### src/rtl/core_bus_arbiter_if.sv
// Signal bundle between the core-side requesters, the arbiter and the Wishbone slave.
// The master modport is the arbiter's view; the slave modport is the environment's view.
interface core_bus_arbiter_if #(
    parameter int NUM_CH      = 3,
    parameter int ADDR_LEN    = 32,
    parameter int WB_DATA_LEN = 32,
    parameter int TAG_WIDTH   = 4
);
    logic [NUM_CH-1:0]                 req_valid_i;
    logic [NUM_CH-1:0]                 req_ready_o;
    logic [NUM_CH-1:0]                 req_we_i;
    logic [NUM_CH*ADDR_LEN-1:0]        req_addr_i;
    logic [NUM_CH*WB_DATA_LEN-1:0]     req_data_i;
    logic [NUM_CH*WB_DATA_LEN/8-1:0]   req_sel_i;
    logic [NUM_CH*TAG_WIDTH-1:0]       req_tag_i;
    logic [NUM_CH-1:0]                 resp_valid_o;
    logic [NUM_CH-1:0]                 resp_ready_i;
    logic [WB_DATA_LEN-1:0]            resp_data_o;
    logic [TAG_WIDTH-1:0]              resp_tag_o;
    logic                              resp_err_o;
    logic                              wb_cyc_o;
    logic                              wb_stb_o;
    logic                              wb_we_o;
    logic [ADDR_LEN-1:0]               wb_adr_o;
    logic [WB_DATA_LEN-1:0]            wb_dat_o;
    logic [WB_DATA_LEN/8-1:0]          wb_sel_o;
    logic                              wb_ack_i;
    logic                              wb_err_i;
    logic [WB_DATA_LEN-1:0]            wb_dat_i;
    logic                              busy_o;

    modport master (
        input  req_valid_i, req_we_i, req_addr_i, req_data_i, req_sel_i, req_tag_i,
        input  resp_ready_i, wb_ack_i, wb_err_i, wb_dat_i,
        output req_ready_o, resp_valid_o, resp_data_o, resp_tag_o, resp_err_o,
        output wb_cyc_o, wb_stb_o, wb_we_o, wb_adr_o, wb_dat_o, wb_sel_o, busy_o
    );

    modport slave (
        output req_valid_i, req_we_i, req_addr_i, req_data_i, req_sel_i, req_tag_i,
        output resp_ready_i, wb_ack_i, wb_err_i, wb_dat_i,
        input  req_ready_o, resp_valid_o, resp_data_o, resp_tag_o, resp_err_o,
        input  wb_cyc_o, wb_stb_o, wb_we_o, wb_adr_o, wb_dat_o, wb_sel_o, busy_o
    );
endinterface

### src/rtl/core_bus_arbiter.sv
// N-channel request/response arbiter onto one Wishbone classic master, with
// round-robin or fixed priority, bus-error reporting and a bus-hang timeout.
module core_bus_arbiter #(
    parameter int NUM_CH         = 3,
    parameter int ADDR_LEN       = 32,
    parameter int WB_DATA_LEN    = 32,
    parameter int TAG_WIDTH      = 4,
    parameter int TIMEOUT_CYCLES = 255,
    parameter int PRIO_MODE      = 0
) (
    input logic                clk,
    input logic                reset,
    core_bus_arbiter_if.master bus
);
    localparam int SEL_LEN = WB_DATA_LEN / 8;
    localparam int PTR_W   = (NUM_CH > 1) ? $clog2(NUM_CH) : 1;
    localparam int CNT_W   = (TIMEOUT_CYCLES > 1) ? $clog2(TIMEOUT_CYCLES) : 1;
    localparam logic [CNT_W-1:0] TMO_LAST = CNT_W'((TIMEOUT_CYCLES > 0) ? TIMEOUT_CYCLES - 1 : 0);

    typedef enum logic [1:0] {IDLE, BUS, RESP} state_t;

    state_t              state;
    logic [PTR_W-1:0]    grant;
    logic [PTR_W-1:0]    rr_ptr;
    logic [CNT_W-1:0]    tmo_cnt;
    logic                we_q;
    logic [ADDR_LEN-1:0] adr_q;
    logic [WB_DATA_LEN-1:0] dat_q;
    logic [SEL_LEN-1:0]  sel_q;
    logic [TAG_WIDTH-1:0] tag_q;
    logic                cyc_q;
    logic [NUM_CH-1:0]   resp_valid_q;
    logic [WB_DATA_LEN-1:0] resp_data_q;
    logic                resp_err_q;

    logic [PTR_W-1:0]    pick;
    logic                pick_ok;
    logic [NUM_CH-1:0]   req_ready;
    logic                tmo_fire;

    // Search order starts at rr_ptr in round-robin mode, at channel 0 in fixed mode.
    always_comb begin
        int               idx;
        logic [PTR_W-1:0] idx_w;
        // NOTE: every combinational output gets a default first, so no path leaves it unassigned and no latch is inferred.
        pick    = '0;
        pick_ok = 1'b0;
        idx     = 0;
        idx_w   = '0;
        for (int k = 0; k < NUM_CH; k++) begin
            idx = (PRIO_MODE != 0) ? k : int'(rr_ptr) + k;
            if (idx >= NUM_CH) idx = idx - NUM_CH;
            idx_w = PTR_W'(idx);
            if (!pick_ok && bus.req_valid_i[idx_w]) begin
                pick    = idx_w;
                pick_ok = 1'b1;
            end
        end
    end

    always_comb begin
        req_ready = '0;
        if (state == IDLE && pick_ok && !reset) req_ready[pick] = 1'b1;
    end

    assign tmo_fire = (TIMEOUT_CYCLES != 0) && (tmo_cnt == TMO_LAST);

    // NOTE: all state is updated with non-blocking assignments so every flop samples pre-edge values.
    always_ff @(posedge clk) begin
        if (reset) begin
            state        <= IDLE;
            grant        <= '0;
            rr_ptr       <= '0;
            tmo_cnt      <= '0;
            we_q         <= 1'b0;
            adr_q        <= '0;
            dat_q        <= '0;
            sel_q        <= '0;
            tag_q        <= '0;
            cyc_q        <= 1'b0;
            resp_valid_q <= '0;
            resp_data_q  <= '0;
            resp_err_q   <= 1'b0;
        end else begin
            case (state)
                IDLE: begin
                    if (pick_ok) begin
                        grant   <= pick;
                        we_q    <= bus.req_we_i[pick];
                        adr_q   <= bus.req_addr_i[int'(pick)*ADDR_LEN +: ADDR_LEN];
                        dat_q   <= bus.req_data_i[int'(pick)*WB_DATA_LEN +: WB_DATA_LEN];
                        sel_q   <= bus.req_sel_i[int'(pick)*SEL_LEN +: SEL_LEN];
                        tag_q   <= bus.req_tag_i[int'(pick)*TAG_WIDTH +: TAG_WIDTH];
                        tmo_cnt <= '0;
                        cyc_q   <= 1'b1;
                        state   <= BUS;
                    end
                end
                BUS: begin
                    tmo_cnt <= tmo_cnt + 1'b1;
                    if (bus.wb_err_i || bus.wb_ack_i || tmo_fire) begin
                        // err beats ack, ack beats a timeout firing in the same cycle
                        cyc_q        <= 1'b0;
                        resp_valid_q <= NUM_CH'(1) << grant;
                        resp_err_q   <= bus.wb_err_i || !bus.wb_ack_i;
                        resp_data_q  <= (!bus.wb_err_i && bus.wb_ack_i) ? bus.wb_dat_i : '0;
                        state        <= RESP;
                    end
                end
                RESP: begin
                    if (bus.resp_ready_i[grant]) begin
                        resp_valid_q <= '0;
                        state        <= IDLE;
                        if (PRIO_MODE == 0) begin
                            rr_ptr <= (grant == PTR_W'(NUM_CH - 1)) ? '0 : grant + 1'b1;
                        end
                    end
                end
                default: state <= IDLE;
            endcase
        end
    end

    assign bus.req_ready_o  = req_ready;
    assign bus.resp_valid_o = resp_valid_q;
    assign bus.resp_data_o  = resp_data_q;
    assign bus.resp_tag_o   = tag_q;
    assign bus.resp_err_o   = resp_err_q;
    assign bus.wb_cyc_o     = cyc_q;
    assign bus.wb_stb_o     = cyc_q;
    assign bus.wb_we_o      = we_q;
    assign bus.wb_adr_o     = adr_q;
    assign bus.wb_dat_o     = dat_q;
    assign bus.wb_sel_o     = sel_q;
    assign bus.busy_o       = (state != IDLE);
endmodule
### src/flat_wrapper.sv
// flat-port wrapper written by rule: the top's interface ports become plain ports
module core_bus_arbiter_flat 
#(
    parameter int NUM_CH         = 3,
    parameter int ADDR_LEN       = 32,
    parameter int WB_DATA_LEN    = 32,
    parameter int TAG_WIDTH      = 4,
    parameter int TIMEOUT_CYCLES = 255,
    parameter int PRIO_MODE      = 0
)
  (clk, reset, bus_req_valid_i, bus_req_we_i, bus_req_addr_i, bus_req_data_i, bus_req_sel_i, bus_req_tag_i, bus_resp_ready_i, bus_wb_ack_i, bus_wb_err_i, bus_wb_dat_i, bus_req_ready_o, bus_resp_valid_o, bus_resp_data_o, bus_resp_tag_o, bus_resp_err_o, bus_wb_cyc_o, bus_wb_stb_o, bus_wb_we_o, bus_wb_adr_o, bus_wb_dat_o, bus_wb_sel_o, bus_busy_o);
  core_bus_arbiter_if #(.NUM_CH(NUM_CH), .ADDR_LEN(ADDR_LEN), .WB_DATA_LEN(WB_DATA_LEN), .TAG_WIDTH(TAG_WIDTH)) bus_i ();
  input logic clk;
  input logic reset;
  input wire logic [$bits(bus_i.req_valid_i)-1:0] bus_req_valid_i;
  input wire logic [$bits(bus_i.req_we_i)-1:0] bus_req_we_i;
  input wire logic [$bits(bus_i.req_addr_i)-1:0] bus_req_addr_i;
  input wire logic [$bits(bus_i.req_data_i)-1:0] bus_req_data_i;
  input wire logic [$bits(bus_i.req_sel_i)-1:0] bus_req_sel_i;
  input wire logic [$bits(bus_i.req_tag_i)-1:0] bus_req_tag_i;
  input wire logic [$bits(bus_i.resp_ready_i)-1:0] bus_resp_ready_i;
  input wire logic [$bits(bus_i.wb_ack_i)-1:0] bus_wb_ack_i;
  input wire logic [$bits(bus_i.wb_err_i)-1:0] bus_wb_err_i;
  input wire logic [$bits(bus_i.wb_dat_i)-1:0] bus_wb_dat_i;
  output wire logic [$bits(bus_i.req_ready_o)-1:0] bus_req_ready_o;
  output wire logic [$bits(bus_i.resp_valid_o)-1:0] bus_resp_valid_o;
  output wire logic [$bits(bus_i.resp_data_o)-1:0] bus_resp_data_o;
  output wire logic [$bits(bus_i.resp_tag_o)-1:0] bus_resp_tag_o;
  output wire logic [$bits(bus_i.resp_err_o)-1:0] bus_resp_err_o;
  output wire logic [$bits(bus_i.wb_cyc_o)-1:0] bus_wb_cyc_o;
  output wire logic [$bits(bus_i.wb_stb_o)-1:0] bus_wb_stb_o;
  output wire logic [$bits(bus_i.wb_we_o)-1:0] bus_wb_we_o;
  output wire logic [$bits(bus_i.wb_adr_o)-1:0] bus_wb_adr_o;
  output wire logic [$bits(bus_i.wb_dat_o)-1:0] bus_wb_dat_o;
  output wire logic [$bits(bus_i.wb_sel_o)-1:0] bus_wb_sel_o;
  output wire logic [$bits(bus_i.busy_o)-1:0] bus_busy_o;
  assign bus_i.req_valid_i = bus_req_valid_i;
  assign bus_i.req_we_i = bus_req_we_i;
  assign bus_i.req_addr_i = bus_req_addr_i;
  assign bus_i.req_data_i = bus_req_data_i;
  assign bus_i.req_sel_i = bus_req_sel_i;
  assign bus_i.req_tag_i = bus_req_tag_i;
  assign bus_i.resp_ready_i = bus_resp_ready_i;
  assign bus_i.wb_ack_i = bus_wb_ack_i;
  assign bus_i.wb_err_i = bus_wb_err_i;
  assign bus_i.wb_dat_i = bus_wb_dat_i;
  assign bus_req_ready_o = bus_i.req_ready_o;
  assign bus_resp_valid_o = bus_i.resp_valid_o;
  assign bus_resp_data_o = bus_i.resp_data_o;
  assign bus_resp_tag_o = bus_i.resp_tag_o;
  assign bus_resp_err_o = bus_i.resp_err_o;
  assign bus_wb_cyc_o = bus_i.wb_cyc_o;
  assign bus_wb_stb_o = bus_i.wb_stb_o;
  assign bus_wb_we_o = bus_i.wb_we_o;
  assign bus_wb_adr_o = bus_i.wb_adr_o;
  assign bus_wb_dat_o = bus_i.wb_dat_o;
  assign bus_wb_sel_o = bus_i.wb_sel_o;
  assign bus_busy_o = bus_i.busy_o;
  core_bus_arbiter #(.NUM_CH(NUM_CH), .ADDR_LEN(ADDR_LEN), .WB_DATA_LEN(WB_DATA_LEN), .TAG_WIDTH(TAG_WIDTH), .TIMEOUT_CYCLES(TIMEOUT_CYCLES), .PRIO_MODE(PRIO_MODE)) u_core (.clk(clk), .reset(reset), .bus(bus_i));
endmodule
### config.mk
export PLATFORM = sky130hd
export DESIGN_NAME = core_bus_arbiter_flat
export DESIGN_NICKNAME = d
export VERILOG_FILES = /design/src/rtl/core_bus_arbiter_if.sv /design/src/rtl/core_bus_arbiter.sv /design/src/flat_wrapper.sv
export SDC_FILE = /design/constraint.sdc
export NUM_CORES = 1
export LEC_CHECK = 0
export CAP_MARGIN = 10
export CORE_AREA = 2 2 147 149
export DETAILED_ROUTE_END_ITERATION = 7
export DIE_AREA = 0 0 149 151
export PLACE_DENSITY = 0.79
export SETUP_SLACK_MARGIN = 0.05
export SYNTH_ARGS = -nofsm -noshare
export SYNTH_HDL_FRONTEND = slang
export SYNTH_SLANG_ARGS = --single-unit
### constraint.sdc
create_clock -name clk -period 4.48 [get_ports clk]
set_input_delay 0.448 -clock clk [delete_from_list [all_inputs] [get_ports clk]]
set_output_delay 0.448 -clock clk [all_outputs]
set_load 0.05 [all_outputs]
# [After elaboration in Yosys (flattened, before gate mapping)]
# Index checks and enable logic that the tools add are counted.
[totals] register_bits=124 in_bits=261 word_cells=102
[classes] eq_ne=7 addsub=7 n_reduce_logical=25 n_mux=36 n_shift=5 magnitude_cmp=9
[ops] cell="$shiftx A96 B8 Y32" count=2
[ops] cell="$mux W32" count=1
[ops] cell="$shiftx A12 B5 Y4" count=2
[ops] cell="$mux W2" count=10
[ops] cell="$pmux W8 S2" count=1
[ops] cell="$lt A2 B3 Y1 const B" count=5
[ops] cell="$mux W1" count=11
[ops] cell="$bmux W1 S2" count=5
[ops] cell="$mux W3" count=3
[ops] cell="$reduce_and A3 Y1" count=3
[ops] cell="$add A8 B1 Y8 const B" count=1
[ops] cell="$eq A8 B8 Y1 const B" count=1
[ops] cell="$mux W8" count=1
[ops] cell="$reduce_and A2 Y1" count=4
[ops] cell="$ge A3 B2 Y1 const B" count=2
[ops] cell="$logic_and A1 B1 Y1" count=6
[ops] cell="$ne A2 B1 Y1 const B" count=3
[ops] cell="$pmux W2 S3" count=1
[ops] cell="$pmux W3 S2" count=1
[ops] cell="$reduce_bool A2 Y1" count=3
[ops] cell="$logic_not A1 Y1" count=5
[ops] cell="$eq A2 B2 Y1 const B" count=2
[ops] cell="$sub A2 B1 Y2 const B" count=2
[ops] cell="$add A2 B1 Y3 const B" count=1
[ops] cell="other kinds (11)" count=13

# [Logic depth before layout (Yosys ltp)]
[depth] word_depth=16 ltp_mapped=11

# [Worst setup path after synthesis]
# No wires, ideal clock.
[synth_timing] path_type="reg-to-output" startpoint="reg u_core.rr_ptr[0]" endpoint="out bus_req_ready_o[0]" path_slack_ns=1.249 arrival_ns=2.783 path_stages_with_launch=11 required_time_ns=4.032 n_path_buf=2 cell_sequence="dfxtp_1 -> inv_1 -> ha_1 -> buf_2 -> and3b_1 -> o21bai_2 -> o221a_2 -> a21oi_2 -> clkbuf_1 -> nand2_1 -> nor2_1"
[synth_between] elab_chain_cells=16 elab_cells_between_ends=35 classes_between="add/sub (5); order compare (5); mux (18); reduce/logical (7)"
[synth_rtl] item="start: declaration" line="core_bus_arbiter.sv:24" source="logic [PTR_W-1:0] rr_ptr;"
[synth_rtl] item="start signal: assignment" line="core_bus_arbiter.sv:115" source="rr_ptr <= (grant == PTR_W'(NUM_CH - 1)) ? '0 : grant + 1'b1;"
[synth_rtl] item="branches (longest 15 deep; another with $add A2 B1 Y3)"
[synth_rtl] item="$mux W3 *" line="core_bus_arbiter.sv:63" source="if (state == IDLE && pick_ok && !reset) req_ready[pick] = 1'b1;"
[synth_rtl] item="end: declaration" line="flat_wrapper.sv:25" source="output wire logic [$bits(bus_i.req_ready_o)-1:0] bus_req_ready_o;"
# Mark *: on every way between the ends. The select of a mux whose other input is x is not followed.

# [Worst setup path after layout]
# Ends and elaborated chain as after synthesis.

==> qor.yml <==
outcome: "finished, final reports clean"
grt_pass1_vias: 6369
coreArea_um2: 20800
ioPinCount: 376
wl_um: 21600
swShare: 0.409
power.switching_uw: 2180
r2r_cells: 9
period_share: 0.838
cp-end-kind: "output pin"
rr_startpoint: "u_core.rr_ptr[0]"
antenna_found_initial: 0
finalSetupTns_ns: 0
syn_area_um2: 6240
required_ns: 4.03
fp-row-count: 53
first_pass_iters: 4
grt_use_total: 0.190
cap_viol_max_count: 0
vdd_drop_max_uv: 219
drive_above_1_share: 0.0491
ys_seq_area_frac: 0.398
grt_overflow: 0
wl_per_cell_um: 15.8
synth_nets: 1012
clk_latency_ns: 0.40
fillers: 1982
layout_commonest_cell: "clkdlybuf4s50_1"
antenna_cells: 0
startpoint_type: "flip-flop"
initial_core_util: 0.300
root_buffer: "clkbuf_16"
worstPathMaxFanout: 10
portBuffers: 375
hp-class: "reg2reg"
hold_viol_final: 0
cts_hold_buf: 0
layout.nets: 1357
vias: 6413
syn_area_per_cell_um2: 8.42
place.gp.congestion: 0.854
async_reset_ff_frac: 0
hpwl_um: 16700
power-per-cell-area_nw_per_um2: 495
area_delta_synth_final_pct: 72.4
ys_types: 52
p_int_uw: 3150
htreeDepth: 4
grt_max_degree: 119
power_uw: 5330
timing.rr.end: "u_core.bus.wb_adr_o[29]"
rsz0062_at_grt: "no"
cts_buffers: 17
cts_tree: "done"
synthCells: 741
dieHeight_um: 151
cts_setup_buffers: 0
cts_num_sinks: 124
ctsResizeCount: 0
power.leakage_uw: 0.00421
power_frac_comb: 0.464
power.clock.fraction: 0.256
hold_depth: 2
whs_endpoint: "u_core.bus.wb_adr_o[26]"
fin_crit_ns: 3.75
drt_iter0_drc: 248
cp.arrival_ns: 3.31
yosysWarnings: 0
critical_path_class: "reg2out"
seqPwrFrac: 0.279
synth-seq-cells: 124
cts_buffer_depth: 2
dieArea_um2: 22500
path_clk_slew_ns: 0.06
tightest_slew_ns: 1.02
drv_slew: 0
vias_per_cell: 4.67
fmax_mhz: 266
finalClockSkew_ns: 0.00749
r2r_slack_ns: 1.37
die_w_um: 149
route.detailed.drc: 0
grt_pass1_wl_um: 33400
hold_start: "u_core.bus.wb_adr_o[26]"
setup-violations-final: 0
antenna_left: 0
max-slew-margin-rel: 0.318
synth_edf_count: 0
synth_flop_cell: "dfxtp_1"
final_cell_mix: "clkdlybuf4s50_1, dfxtp_1, o21ai_0"
## sequential cells by signal (all words and copies together) (netlist names), 2 cells and up
name                     flops
u_core.bus.resp_tag_o        4
u_core.grant                 2
u_core.bus.resp_data_o      32
u_core.bus.resp_valid_o      3
u_core.tmo_cnt               8
u_core.bus.wb_sel_o          4
u_core.state                 2
u_core.bus.wb_dat_o         32
u_core.rr_ptr                2
u_core.bus.wb_adr_o         32
## through the flow
stage	util	instance area [um^2]	worst slack, ns	hold slack, ns	instances
detailed placement	0.488	10200	1.06	0.440	1342
finish	0.516	10800	0.727	0.444	1374
CTS	0.516	10800	0.685	0.447	1374
global route	0.516	10800	0.508	0.463	1374
global placement	0.488	10200	1.12	0.435	1342
floorplan	-	6240	1.25	0.467	741
## routing by layer
layer / vias up / track usage / share of wire
met5: - / 0 / 0
met4: 0 / 0.0562 / 0.018
met3: 24 / 0.0476 / 0.064
met2: 210 / 0.338 / 0.51
met1: 2931 / 0.225 / 0.41
li1: 3248 / - / -
## how the worst max path moves through the flow
| stage | start | cells past startpoint | end | slack (ns) |
|---|---|---|---|---|
| after global routing | u_core.rr_ptr[0] | 9 | bus_req_ready_o[0] | 0.51 |
| after floorplan | u_core.rr_ptr[0] | 10 | bus_req_ready_o[0] | 1.25 |
| after detailed placement | bus_req_valid_i[1] | 7 | bus_req_ready_o[2] | 1.06 |
| final | u_core.rr_ptr[0] | 9 | bus_req_ready_o[0] | 0.73 |
| after CTS | u_core.rr_ptr[0] | 9 | bus_req_ready_o[0] | 0.68 |
| after global placement | bus_req_valid_i[1] | 8 | bus_req_ready_o[0] | 1.12 |
## Yosys cell counts, types with 2 or more instances
cell type | instances | area, um^2
a211oi_1 | 2 | 15.0
inv_1 | 10 | 37.5
buf_6 | 6 | 67.6
or3_1 | 2 | 12.5
mux2_2 | 2 | 22.5
clkbuf_1 | 28 | 105
o21ai_0 | 88 | 440
buf_2 | 18 | 90.1
nand2_1 | 86 | 323
o31a_1 | 2 | 17.5
buf_4 | 4 | 30.0
nand3b_1 | 2 | 15.0
a22oi_1 | 32 | 240
o21ai_1 | 62 | 310
ha_1 | 10 | 125
buf_1 | 2 | 7.51
dfxtp_1 | 124 | 2480
and3b_1 | 4 | 35.0
and4_1 | 2 | 17.5
a21oi_1 | 8 | 40.0
nor3_1 | 4 | 20.0
xnor2_1 | 5 | 43.8
nor2_1 | 52 | 195
nor2b_1 | 3 | 18.8
and2_1 | 73 | 457
nand3_1 | 3 | 15.0
o21bai_1 | 2 | 15.0
mux2i_1 | 81 | 811
## logic make-up (layout without fill, tap and decap cells)
logic type	after synthesis	after routing	share of synthesized area
simple gates	242	242	0.192
flops	124	124	0.398
buf+inv	68	426	0.0542
mux	83	83	0.134
xor+xnor	5	5	0.00702
compound gates	209	209	0.195
fa+ha+maj	10	10	0.0201
## critical path: stages, from the launching register on
cell,delay (ns)
dfxtp_1,0.37
inv_1,0.08
ha_1,0.43
and3b_1,0.28
o21bai_2,0.26
o221a_2,0.34
a21oi_4,0.15
nand2_1,0.09
nor2_1,0.10
clkdlybuf4s50_1,0.81
## power by group through the flow
stage	combinational, uW	clock [uW]	sequential (uW)
3_5_place_dp	2480	0	1510
5_1_grt	2640	1450	1520
6_report	2470	1370	1490
2_1_floorplan	825	0	2250
3_3_place_gp	2460	0	1500
4_1_cts	2490	1390	1490
## final cells by class
type	count	area, um^2	share of cell area
Inverter	10	37.5	0.00349
Clock buffer	22	474	0.0441
Timing Repair Buffer	384	3840	0.357
Sequential cell	124	2480	0.231
Multi-Input combinational cell	549	3460	0.322
Clock inverter	10	115	0.0107
Tap cell	275	344	0.0320
Power figures use the tool's default switching activity.
